===== config.mk =====
export PLATFORM = sky130hd
export DESIGN_NAME = population_rate_counter
export DESIGN_NICKNAME = d
export VERILOG_FILES = /design/src/rtl/neuron_pkg.sv /design/src/rtl/popcount_chunk.sv /design/src/rtl/population_rate_counter.sv
export SDC_FILE = /design/constraint.sdc
export NUM_CORES = 1
export LEC_CHECK = 0
export BUFFER_PORTS_ARGS = -buffer_cell sky130_fd_sc_hd__buf_2
export CAP_MARGIN = 20
export CORE_ASPECT_RATIO = 0.7
export CORE_MARGIN = 2
export CORE_UTILIZATION = 60
export DETAILED_ROUTE_END_ITERATION = 12
export PLACE_DENSITY = 0.84
export SKIP_CTS_REPAIR_TIMING = 1
export SLEW_MARGIN = 20
export SYNTH_ARGS = -nofsm -noshare
export SYNTH_HDL_FRONTEND = slang
export SYNTH_HIERARCHICAL = 1
export SYNTH_SLANG_ARGS = --single-unit

===== constraint.sdc =====
create_clock -name clk -period 16.8 [get_ports clk]
set_clock_uncertainty 0.1 [all_clocks]
set_input_delay 3.36 -clock clk [delete_from_list [all_inputs] [get_ports clk]]
set_output_delay 3.36 -clock clk [all_outputs]
set_load 0.05 [all_outputs]

===== src/rtl/neuron_pkg.sv =====
// Shared definitions for the spiking-population blocks: default population
// size, the count-width helper and the rate-counter FSM state encoding.
package neuron_pkg;

    localparam int N_NEURONS_DEFAULT = 128;

    // Bits needed to hold any count in 0..n inclusive.
    function automatic int cnt_width(input int n);
        return $clog2(n + 1);
    endfunction

    typedef enum logic [1:0] {
        IDLE   = 2'd0,
        COUNT  = 2'd1,
        UPDATE = 2'd2
    } state_e;

endpackage


===== src/rtl/popcount_chunk.sv =====
// Combinational population count of one CHUNK-bit slice of the spike vector.
module popcount_chunk
    import neuron_pkg::*;
#(
    parameter int CHUNK = 16,
    parameter int OUT_W = cnt_width(CHUNK)
) (
    input  logic [CHUNK-1:0] bits_i,
    output logic [OUT_W-1:0] count_o
);

    // Ripple sum of the slice bits; CHUNK is small enough for one cycle.
    always_comb begin
        count_o = '0;
        for (int i = 0; i < CHUNK; i++) begin
            count_o = count_o + OUT_W'(bits_i[i]);
        end
    end

endmodule


===== src/rtl/population_rate_counter.sv =====
// Per-sweep spike counter with a sliding-window sum over the last
// 2^WIN_LOG2 sweeps. A sweep is latched on pop_valid, popcounted CHUNK bits
// per cycle, then folded into the window ring in a single UPDATE cycle.
// Optional build macro POPULATION_RATE_PEAK_EN adds a running peak register
// behind peak_count; without it peak_count is tied to zero.
module population_rate_counter
    import neuron_pkg::*;
#(
    parameter int N_NEURONS = N_NEURONS_DEFAULT,
    parameter int CHUNK     = 16,
    parameter int WIN_LOG2  = 4,
    parameter int CNT_W     = cnt_width(N_NEURONS),
    parameter int SUM_W     = CNT_W + WIN_LOG2
) (
    input  logic                 clk,
    input  logic                 reset_bar,
    input  logic [N_NEURONS-1:0] population,
    input  logic                 pop_valid,
    input  logic                 clear_overrun,
    output logic                 busy,
    output logic [CNT_W-1:0]     sweep_count,
    output logic [SUM_W-1:0]     window_sum,
    output logic                 window_full,
    output logic                 rate_valid,
    output logic                 overrun,
    output logic [CNT_W-1:0]     peak_count
);

    localparam int NCH   = N_NEURONS / CHUNK;
    localparam int IDX_W = (NCH > 1) ? $clog2(NCH) : 1;
    localparam int PC_W  = cnt_width(CHUNK);
    localparam int WIN   = 1 << WIN_LOG2;
    localparam int NS_W  = WIN_LOG2 + 1;

    localparam logic [IDX_W-1:0] LAST_IDX = IDX_W'(NCH - 1);
    localparam logic [NS_W-1:0]  NS_FULL  = NS_W'(WIN);

    state_e                 state_q, state_d;
    logic [N_NEURONS-1:0]   shadow_q, shadow_d;
    logic [CNT_W-1:0]       acc_q, acc_d;
    logic [IDX_W-1:0]       idx_q, idx_d;
    logic [CNT_W-1:0]       sweep_count_q, sweep_count_d;
    logic [SUM_W-1:0]       window_sum_q, window_sum_d;
    logic [WIN_LOG2-1:0]    wp_q, wp_d;
    logic [NS_W-1:0]        nsweep_q, nsweep_d;
    logic                   rate_valid_q, rate_valid_d;
    logic                   overrun_q, overrun_d;
    logic                   ring_we;
    logic [CNT_W-1:0]       ring_q [WIN];

    logic [CHUNK-1:0]       chunk_bits;
    logic [PC_W-1:0]        chunk_pc;

    // Slice of the latched sweep currently being counted.
    assign chunk_bits = shadow_q[int'(idx_q) * CHUNK +: CHUNK];

    popcount_chunk #(
        .CHUNK (CHUNK),
        .OUT_W (PC_W)
    ) u_pc (
        .bits_i  (chunk_bits),
        .count_o (chunk_pc)
    );

    // Next-state and datapath control for the IDLE/COUNT/UPDATE sweep FSM.
    always_comb begin
        state_d       = state_q;
        shadow_d      = shadow_q;
        acc_d         = acc_q;
        idx_d         = idx_q;
        sweep_count_d = sweep_count_q;
        window_sum_d  = window_sum_q;
        wp_d          = wp_q;
        nsweep_d      = nsweep_q;
        rate_valid_d  = 1'b0;
        ring_we       = 1'b0;

        case (state_q)
            IDLE: begin
                if (pop_valid) begin
                    shadow_d = population;
                    acc_d    = '0;
                    idx_d    = '0;
                    state_d  = COUNT;
                end
            end
            COUNT: begin
                acc_d = acc_q + CNT_W'(chunk_pc);
                idx_d = idx_q + 1'b1;
                if (idx_q == LAST_IDX) begin
                    idx_d   = '0;
                    state_d = UPDATE;
                end
            end
            UPDATE: begin
                // Modular add/sub is exact: the ring starts zeroed, so the
                // running sum always equals the sum of the ring entries.
                sweep_count_d = acc_q;
                window_sum_d  = window_sum_q + SUM_W'(acc_q) - SUM_W'(ring_q[wp_q]);
                ring_we       = 1'b1;
                wp_d          = wp_q + 1'b1;
                if (nsweep_q != NS_FULL) nsweep_d = nsweep_q + 1'b1;
                rate_valid_d  = 1'b1;
                state_d       = IDLE;
            end
            default: state_d = IDLE;
        endcase
    end

    // Sticky overrun: a dropped pop_valid beats a simultaneous clear.
    always_comb begin
        overrun_d = overrun_q;
        if (pop_valid && (state_q != IDLE)) overrun_d = 1'b1;
        else if (clear_overrun)             overrun_d = 1'b0;
    end

    // Main state and output registers.
    always_ff @(posedge clk) begin
        if (!reset_bar) begin
            state_q       <= IDLE;
            shadow_q      <= '0;
            acc_q         <= '0;
            idx_q         <= '0;
            sweep_count_q <= '0;
            window_sum_q  <= '0;
            wp_q          <= '0;
            nsweep_q      <= '0;
            rate_valid_q  <= 1'b0;
            overrun_q     <= 1'b0;
        end else begin
            state_q       <= state_d;
            shadow_q      <= shadow_d;
            acc_q         <= acc_d;
            idx_q         <= idx_d;
            sweep_count_q <= sweep_count_d;
            window_sum_q  <= window_sum_d;
            wp_q          <= wp_d;
            nsweep_q      <= nsweep_d;
            rate_valid_q  <= rate_valid_d;
            overrun_q     <= overrun_d;
        end
    end

    // Window ring of per-sweep counts; zeroed at reset so eviction is exact.
    always_ff @(posedge clk) begin
        if (!reset_bar) begin
            for (int i = 0; i < WIN; i++) ring_q[i] <= '0;
        end else if (ring_we) begin
            ring_q[wp_q] <= acc_q;
        end
    end

`ifdef POPULATION_RATE_PEAK_EN
    logic [CNT_W-1:0] peak_q;

    // Running maximum of completed sweep counts, cleared only by reset.
    always_ff @(posedge clk) begin
        if (!reset_bar) begin
            peak_q <= '0;
        end else if (state_q == UPDATE && acc_q > peak_q) begin
            peak_q <= acc_q;
        end
    end

    assign peak_count = peak_q;
`else
    assign peak_count = '0;
`endif

    assign busy        = (state_q != IDLE);
    assign sweep_count = sweep_count_q;
    assign window_sum  = window_sum_q;
    assign window_full = (nsweep_q == NS_FULL);
    assign rate_valid  = rate_valid_q;
    assign overrun     = overrun_q;

endmodule


==> results.sh <==
export IMPL_die_width_um=190
export IMPL_slew_violations=0
export IMPL_final_util_pct=68.4
export IMPL_overflow=0
export IMPL_cp_start_kind="flip-flop"
export IMPL_track_usage_pct=29.1
export IMPL_ys_flop_type="dfxtp_1"
export IMPL_p_total_mw=1.67
export IMPL_status="finished, final reports clean"
export IMPL_setup_tns_ps=0
export IMPL_synthMuxAreaShare_pct=13.1
export IMPL_syn_to_final_growth_pct=11.7
export IMPL_row_count=47
export IMPL_drive_above_1_share_pct=20.4
export IMPL_drcViolationCount=0
export IMPL_synth_adder_area_share_pct=5.22
export IMPL_syn_area_mm2=0.0145
export IMPL_dieHeight_um=134
export IMPL_place_gp_congestion=0.892
export IMPL_leakagePower_nw=6.13
export IMPL_min_path_type="reg -> reg"
export IMPL_avgRoutedWirePerCell_um=20.4
export IMPL_path_buf_inv=5
export IMPL_pwr_density_cell_mw_per_mm2=104
export IMPL_die_area_mm2=0.0254
export IMPL_antennaDiodeCount=0
export IMPL_clock_latency_ps=540
export IMPL_slowest_stage="dfxtp_2"
export IMPL_crit_type="reg -> reg"
export IMPL_final_hold_viol_count=0
export IMPL_grt_pass1_vias=10420
export IMPL_crit_path_max_incr_delay_ps=710
export IMPL_finalNetCount=1647
export IMPL_synthCells=1380
export IMPL_yosys_warnings=6
export IMPL_rsz0062_at_grt="no"
export IMPL_tightestPinTransition_ps=1170
export IMPL_num_io_pins=164
export IMPL_cp_cell_sequence="buf_4, mux4_2, mux2_2, inv_1, fa_1, fa_1, fa_1, fa_1, inv_1, ha_1, inv_1, fa_1, inv_1, ha_1, a21o_1, a21o_1, a211oi_1, o311ai_0, a21oi_1"
export IMPL_clkTransAtPathRegs_ps=70
export IMPL_core_area_mm2=0.0236
export IMPL_ys_ff_latch=304
export IMPL_drv_cap=0
export IMPL_grt_max_degree=104
export IMPL_place_hpwl_um=24400
export IMPL_min_period_ps=6530
export IMPL_drt_vias_per_instance=6.12
export IMPL_syn_avg_cell_area_um2=10.5
export IMPL_start_util_pct=61.2
export IMPL_synth_compound_area_share_pct=8.44
export IMPL_htree_levels=1
export IMPL_antenna_found_initial=0
export IMPL_min_period_over_period_pct=38.9
export IMPL_relSlewSlack_pct=21.4
export IMPL_clock_sinks=304
export IMPL_yosys_area_share_xor_xnor_pct=0.969
export IMPL_crit_arrival_ps=6900
export IMPL_yosys_area_share_simple_pct=15.6
export IMPL_dp_cells=1753
export IMPL_fin_cells=1806
export IMPL_setup_violations_final=0
export IMPL_clockBufferDepth=3
export IMPL_synthArstFlopShare_pct=0
export IMPL_worstPathMaxFanout=19
export IMPL_cp_common_cell="fa_1"
export IMPL_grt_pass1_wl_um=57400
export IMPL_drt_total_wl_um=36800
export IMPL_synth_edf_count=128
export IMPL_drtIter0Drc=1229
export IMPL_synth_cell_types=57
export IMPL_cts_inserted_buffers=28
export IMPL_crit_path_end_kind="flip-flop"
export IMPL_root_buffer="clkbuf_16"
export IMPL_dr_pass1_iters=6
export IMPL_cts_tree="yes"
export IMPL_port_buffer_count=155
export IMPL_yosysSeqAreaShare_pct=50.9
export IMPL_path_delay_family="adder cells"
export IMPL_synth_top_family_by_area="simple AND/OR/NAND/NOR gates"
export IMPL_ant_nets=0
export IMPL_timing_fmax_mhz=153
export IMPL_irDropWorstVdd_uv=80.8
export IMPL_worst_endpoint_required_ps=17170
export IMPL_num_vias=11055
-- cells in the mapped netlist (all sizes together), types with 3 or more instances --
cell type	number	area, um^2
mux2i	4	40.0
o31ai	4	30.0
nand3	12	60.1
clkinv	9	33.8
and3	6	37.5
a21oi	146	734
o21ai	25	125
buf	37	241
nand2	307	1150
a21o	7	52.6
a211oi	3	22.5
clkbuf	88	330
a21boi	14	105
o21a	3	22.5
nand2b	6	37.5
xor2	5	43.8
xnor2	11	96.3
nor2	13	51.3
fa	19	380
dfxtp	176	3520
ha	30	375
nand4	5	31.3
nor3b	3	22.5
mux2	16	180
and2	8	50.1
mux4	72	1670
o211ai	4	30.0
edfxtp	128	3840
inv	59	221
nor2b	6	37.5
nor3	100	500
nor4	32	200
a31oi	3	18.8
-- sequential cells by signal (all words and copies together) (netlist names), named ones only --
signal       flops
wp_q             4
idx_q            3
acc_q            8
shadow_q       128
nsweep_q         5
state_q          2
overrun          1
rate_valid       1
ring_q         128
window_sum      12
sweep_count      8
-- final timing paths --
kind / startpoint / slack, ps / to / cells after the start
worst min-delay path: shadow_q[61] / 350 / shadow_q[61] / 2
worst min register to register: shadow_q[61] / 350 / shadow_q[61] / 2
worst max-delay path: idx_q[0] / 10270 / acc_q[5] / 19
worst max register to register: idx_q[0] / 10270 / acc_q[5] / 19
-- placed cells by master (no fill, tap or decap), types with 7 or more instances in the layout --
| cell | instances |
|---|---|
| edfxtp_1 | 128 |
| nand2_1 | 306 |
| and2_1 | 7 |
| fa_1 | 19 |
| clkinv_1 | 10 |
| o21ai_0 | 20 |
| mux2_2 | 16 |
| a21boi_0 | 14 |
| a21o_1 | 7 |
| clkinv_2 | 7 |
| nor2_1 | 12 |
| a21oi_1 | 145 |
| buf_4 | 18 |
| buf_2 | 156 |
| nor4_1 | 32 |
| nand3_1 | 12 |
| conb_1 | 8 |
| mux4_1 | 14 |
| ha_1 | 30 |
| clkbuf_16 | 29 |
| xnor2_1 | 11 |
| inv_1 | 59 |
| nor3_1 | 100 |
| mux4_2 | 58 |
| dfxtp_1 | 174 |
-- logic make-up (layout without fill, tap and decap cells) --
family          after synthesis  in the layout
compound gates              218            218
flops                       304            304
fa+ha+maj                    49             49
xor+xnor                     16             16
other cells                   1              8
buf+inv                     193            294
mux                          92             92
simple gates                507            507
-- final cells by class --
type,count,area (um^2)
inverters,68,258
clock buffers,38,790
flip-flops and latches,304,7370
fillers,1695,7480
repair buffers,174,916
well taps,318,398
clock inverters,14,98.8
multi-input cells,890,6330
-- power by group --
group	switching (mW)	internal (mW)	leakage, nW
logic	0.141	0.0882	2.94
clock network	0.276	0.345	0.436
registers	0.0225	0.800	2.76
total	0.440	1.23	6.13
-- metal layers --
layer / vias to the layer above / track usage, % / wire, um
li1: 5041 / - / -
met1: 5335 / 43.3 / 15600
met2: 611 / 44.3 / 16200
met3: 68 / 6.07 / 4180
met4: 0 / 6.63 / 782
met5: - / 0 / 0
-- stage by stage --
stage	setup WS, ps	area, um^2	hold slack [ps]
after floorplan	11110	14500	333
after CTS	10270	16100	354
after global routing	9970	16200	370
after global placement	10230	15200	340
final	10270	16200	353
after detailed placement	10050	15200	345
-- worst reg2reg max path, cell delays in order (launching register included) --
cell,delay [ps]
dfxtp_2,710
buf_4,460
mux4_2,600
mux2_2,290
inv_1,80
fa_1,430
fa_1,460
fa_1,520
fa_1,420
inv_1,70
ha_1,160
inv_1,60
fa_1,480
inv_1,70
ha_1,300
a21o_1,180
a21o_1,200
a211oi_1,470
o311ai_0,240
a21oi_1,170
Power figures use the tool's default switching activity.
